===== src/rtl/col_serializer.sv =====
// Serializes a 128-bit column-reversed block into four 32-bit column words,
// optionally undoing the column-reverse byte permutation on capture.
module col_serializer #(
    parameter int unsigned UNDO_PERM = 1,
    parameter int unsigned CNT_W     = 16
) (
    input  logic             clk,
    input  logic             rst,
    input  logic             in_valid,
    output logic             in_ready,
    input  logic [127:0]     in_data,
    output logic             col_valid,
    input  logic             col_ready,
    output logic [31:0]      col_data,
    output logic [1:0]       col_idx,
    output logic             col_last,
    output logic [CNT_W-1:0] blk_cnt
);

    typedef enum logic [0:0] {StIdle, StSend} state_e;

    state_e             state_q, state_d;
    logic [1:0]         idx_q, idx_d;
    logic [127:0]       data_q, data_d;
    logic [CNT_W-1:0]   cnt_q, cnt_d;
    logic [127:0]       in_perm;
    logic               accept;

    // Reorder on capture so the output path is a plain 32-bit word select.
    for (genvar j = 0; j < 16; j++) begin : g_perm
        localparam int unsigned Src = (UNDO_PERM != 0) ? 4 * ((15 - j) % 4) + (15 - j) / 4 : j;
        assign in_perm[8*j +: 8] = in_data[8*Src +: 8];
    end

    always_comb begin
        in_ready = 1'b0;
        if (!rst) begin
            unique case (state_q)
                StIdle:  in_ready = 1'b1;
                StSend:  in_ready = col_ready && (idx_q == 2'd3);
                default: in_ready = 1'b0;
            endcase
        end
    end

    assign accept = in_valid && in_ready;

    always_comb begin
        state_d = state_q;
        idx_d   = idx_q;
        data_d  = data_q;
        cnt_d   = cnt_q;
        unique case (state_q)
            StIdle: begin
                if (accept) begin
                    state_d = StSend;
                    idx_d   = 2'd0;
                    data_d  = in_perm;
                end
            end
            StSend: begin
                if (col_ready) begin
                    if (idx_q == 2'd3) begin
                        cnt_d = cnt_q + CNT_W'(1);
                        idx_d = 2'd0;
                        if (accept) begin
                            data_d = in_perm;
                        end else begin
                            state_d = StIdle;
                        end
                    end else begin
                        idx_d = idx_q + 2'd1;
                    end
                end
            end
            default: state_d = StIdle;
        endcase
    end

    always_ff @(posedge clk) begin
        if (rst) begin
            state_q <= StIdle;
            idx_q   <= 2'd0;
            data_q  <= '0;
            cnt_q   <= '0;
        end else begin
            state_q <= state_d;
            idx_q   <= idx_d;
            data_q  <= data_d;
            cnt_q   <= cnt_d;
        end
    end

    assign col_valid = (state_q == StSend);
    assign col_idx   = idx_q;
    assign col_last  = col_valid && (idx_q == 2'd3);
    assign col_data  = col_valid ? data_q[32*idx_q +: 32] : 32'h0;
    assign blk_cnt   = cnt_q;

endmodule


===== config.mk =====
export PLATFORM = sky130hd
export DESIGN_NAME = col_serializer
export DESIGN_NICKNAME = d
export VERILOG_FILES = /design/src/rtl/col_serializer.sv
export SDC_FILE = /design/constraint.sdc
export NUM_CORES = 1
export LEC_CHECK = 0
export BUFFER_PORTS_ARGS = -buffer_cell sky130_fd_sc_hd__buf_2
export CAP_MARGIN = 20
export CORE_ASPECT_RATIO = 0.8
export CORE_MARGIN = 4
export CORE_UTILIZATION = 45
export CTS_CLUSTER_DIAMETER = 30
export CTS_CLUSTER_SIZE = 24
export DETAILED_ROUTE_END_ITERATION = 7
export PLACE_DENSITY = 0.73
export SYNTH_ARGS = -nofsm -noshare
export SYNTH_HDL_FRONTEND = slang
export SYNTH_SLANG_ARGS = --single-unit

===== constraint.sdc =====
create_clock -name clk -period 1.65 [get_ports clk]
set_clock_uncertainty 0.05 [all_clocks]
set_input_delay 0.165 -clock clk [delete_from_list [all_inputs] [get_ports clk]]
set_output_delay 0.165 -clock clk [all_outputs]
set_load 0.05 [all_outputs]

==> results_dict.tcl <==
set metrics [dict create \
    synth_nets 868 \
    grt_max_degree 54 \
    holdCritStartpoint "col_ready" \
    synth_area_leaders "sky130_fd_sc_hd__dfxtp_1, sky130_fd_sc_hd__nand2b_1, sky130_fd_sc_hd__mux4_2" \
    cp_required_ps 1430 \
    final-max-slew-violation-count 0 \
    cts_num_sinks 147 \
    cp_cell_sequence "buf_12, mux4_2, and2_4, buf_6" \
    totalWireLength_microns 26200 \
    finalHoldViolations 0 \
    hold-path-endpoint "col_idx[1]" \
    layout_min_cycle_time_ps 2120 \
    grt_antenna_before_repair 4 \
    gpl.final_weighted_congestion 0.774 \
    grt_pass1_vias 7350 \
    routed_via_density 5.41 \
    num_rows 39 \
    total_number_of_yosys_warnings 0 \
    max_clock_freq_ghz 0.472 \
    grt_remaining_overflow 0 \
    die_extent_in_y_microns 116 \
    post-dp-hpwl_microns 11400 \
    ctsHtreeMaxLevel 4 \
    clock_input_transition_at_the_sequential_cells_of_the_worst_setup_and_hold_paths_ps 70 \
    initial_core_util_pct 45.9 \
    track_usage_pct 30.0 \
    drt_first_pass_iters 5 \
    clock_tree_from_tritoncts "built" \
    max-slew-margin-rel_pct 68.4 \
    finalNetCount 1230 \
    grt_first_pass_wirelength_microns 38200 \
    cts_buffer_depth 2 \
    worst_hold_slack_ps 93.3 \
    worstReg2RegEnd "data_q[40]" \
    ioPinCount 185 \
    die_area_sq_um 16600 \
    cellLeakagePower_nw 4.72 \
    synth_seq_area_share_pct 44.9 \
    outcome "finished, violations left" \
    layout.cells.most_common "sky130_fd_sc_hd__buf_2" \
    worst_path_max_delay_cell "sky130_fd_sc_hd__mux4_2" \
    insertion_delay_ps 430 \
    critical_path_arrival_ps 1900 \
    cts_bufs_inserted 17 \
    postSynthAreaPerCell_sq_um 8.93 \
    count_of_final_setup_violators 178 \
    worst_slack_ps -467 \
    worstHoldPathType "in2reg" \
    p_total_w 0.00979 \
    floorplan.die.width_microns 143 \
    r2r_setup_slack_ps -430 \
    antenna_violating_nets_post_route 0 \
    critical_path.max_fanout 13 \
    rsz0062_at_grt "yes" \
    failing_checks "negative setup slack" \
    crit_path_max_incr_delay_ps 550 \
    netlist_area_sq_um 6560 \
    drtIter0Drc 446 \
    ir_drop_mv 0.787 \
    share_of_layout_cells_above_drive_strength_1_pct 37.3 \
    worst_pin_slew_ps 473 \
    syn2layout_area_growth_pct 74.5 \
    setup_crit_start_kind "flip-flop" \
    vias 7016 \
    synth_top_area_cell "sky130_fd_sc_hd__dfxtp_1" \
    setup.worst_path.class "reg2out" \
    worstRegToRegCells 12 \
    core_area_sq_um 14300 \
    maxCapViolCount 0 \
    syn_inst 734 \
    launch_instance_of_the_worst_register_to_register_path "col_idx[0]" \
    synthDistinctLibCells 31 \
    layout.cells.most_common_list "sky130_fd_sc_hd__buf_2, sky130_fd_sc_hd__nand2_1, sky130_fd_sc_hd__dfxtp_1" \
    power_per_cell_area_nw_per_um2 855 \
    buffer_ports.inserted 184 \
    finalCritPeriodShare_pct 128 \
    avgRoutedWirePerCell_microns 20.2 \
    endpoint_kind "primary output" \
    synth_top_area_share_pct 44.9 \
    drcViolationCount 0 \
    number_of_synthesized_register_bits 147 \
    ctsRootBufferMaster "sky130_fd_sc_hd__clkbuf_16" \
    min_delay_path_depth 3 \
]
==> routing by layer <==
layer | vias to the layer above | wire length [microns] | track usage [%]
li1 | 3213 | - | -
met1 | 3384 | 9830 | 33.8
met2 | 341 | 13900 | 53.7
met3 | 78 | 1620 | 7.67
met4 | 0 | 826 | 13.7
met5 | - | 0 | 0
==> worst max-delay path: cells and delay by family (launching register included) <==
family,cells,cell delay (ps)
simple gates,1,180
flops,1,400
buf+inv,2,330
mux,1,550
==> kinds of logic after synthesis <==
| kind of cell | count (synthesis) | synth area share, % |
|---|---|---|
| AO/OA/AOI/OAI | 146 | 11.5 |
| adder cells (fa/ha/maj) | 2 | 0.382 |
| flip-flops | 147 | 44.9 |
| XOR/XNOR | 9 | 1.20 |
| multiplexers | 33 | 11.1 |
| AND/OR/NAND/NOR | 338 | 26.5 |
| buffers and inverters | 59 | 4.39 |
==> power breakdown <==
group	total, W	internal, W	switching [W]	leakage [nW]
clock network	0.00414	0.00243	0.00171	0.300
registers	0.00390	0.00377	0.000135	1.21
logic	0.00174	0.00101	0.000735	3.21
total	0.00979	0.00720	0.00258	4.72
==> worst max-delay path by stage <==
stage | endpoint | startpoint
floorplan | col_data[10] | col_idx[0]
global placement | col_data[10] | col_idx[0]
detailed placement | data_q[7] | col_idx[0]
CTS | col_data[10] | col_idx[0]
global route | col_data[8] | col_idx[0]
finish | col_data[8] | col_idx[0]
==> layout make-up <==
cell class	instances	area, sq um
clock inverter	15	196
fill	753	2860
tap	184	230
clock buffer	17	425
antenna	4	10.0
inverter	1	3.75
multi-input combinational	528	3580
sequential	147	2970
timing repair buffer	401	4030
==> state kept, by name (all words and copies together) (netlist names) <==
| register | cells |
|---|---|
| col_valid | 1 |
| blk_cnt | 16 |
| col_idx | 2 |
| data_q | 128 |
==> cell usage after synthesis, drive strengths merged <==
cell type and count:
a211oi 1, a21oi 9, a32oi 2, and2 33, and3 3, and4 2, buf 21, clkbuf 37
dfxtp 147, ha 2, inv 1, mux2i 1, mux4 32, nand2 139, nand2b 128, nand3 6
nand4 4, nand4b 2, nor2 13, nor3 2, nor4 1, o21ai 132, o31ai 2, or3 2
or4 3, xnor2 4, xor2 5
==> through the flow <==
stage / setup TNS [ps] / setup WS, ps / utilization [%] / area (sq um) / std cells
5_1_grt: -63320 / -519 / 80.0 / 11400 / 1297
3_3_place_gp: -1070 / -30.5 / 55.1 / 7870 / 1075
4_1_cts: -37200 / -451 / 77.0 / 11000 / 1281
6_report: -52920 / -467 / 80.0 / 11400 / 1297
3_5_place_dp: -2480 / -59.7 / 55.1 / 7870 / 1075
2_1_floorplan: -16990 / -154 / - / 6690 / 734
==> repair_timing <==
item | 4_1_cts | 5_1_grt
hold buffers | 129 | 0
pin swaps | 6 | 9
gates resized for setup | 119 | 98
hold endpoints to repair | 129 | 0
endpoints found under the setup margin | 128 | 178
buffers inserted | 22 | 6
gates cloned | 23 | 9
Power figures use the tool's default switching activity.
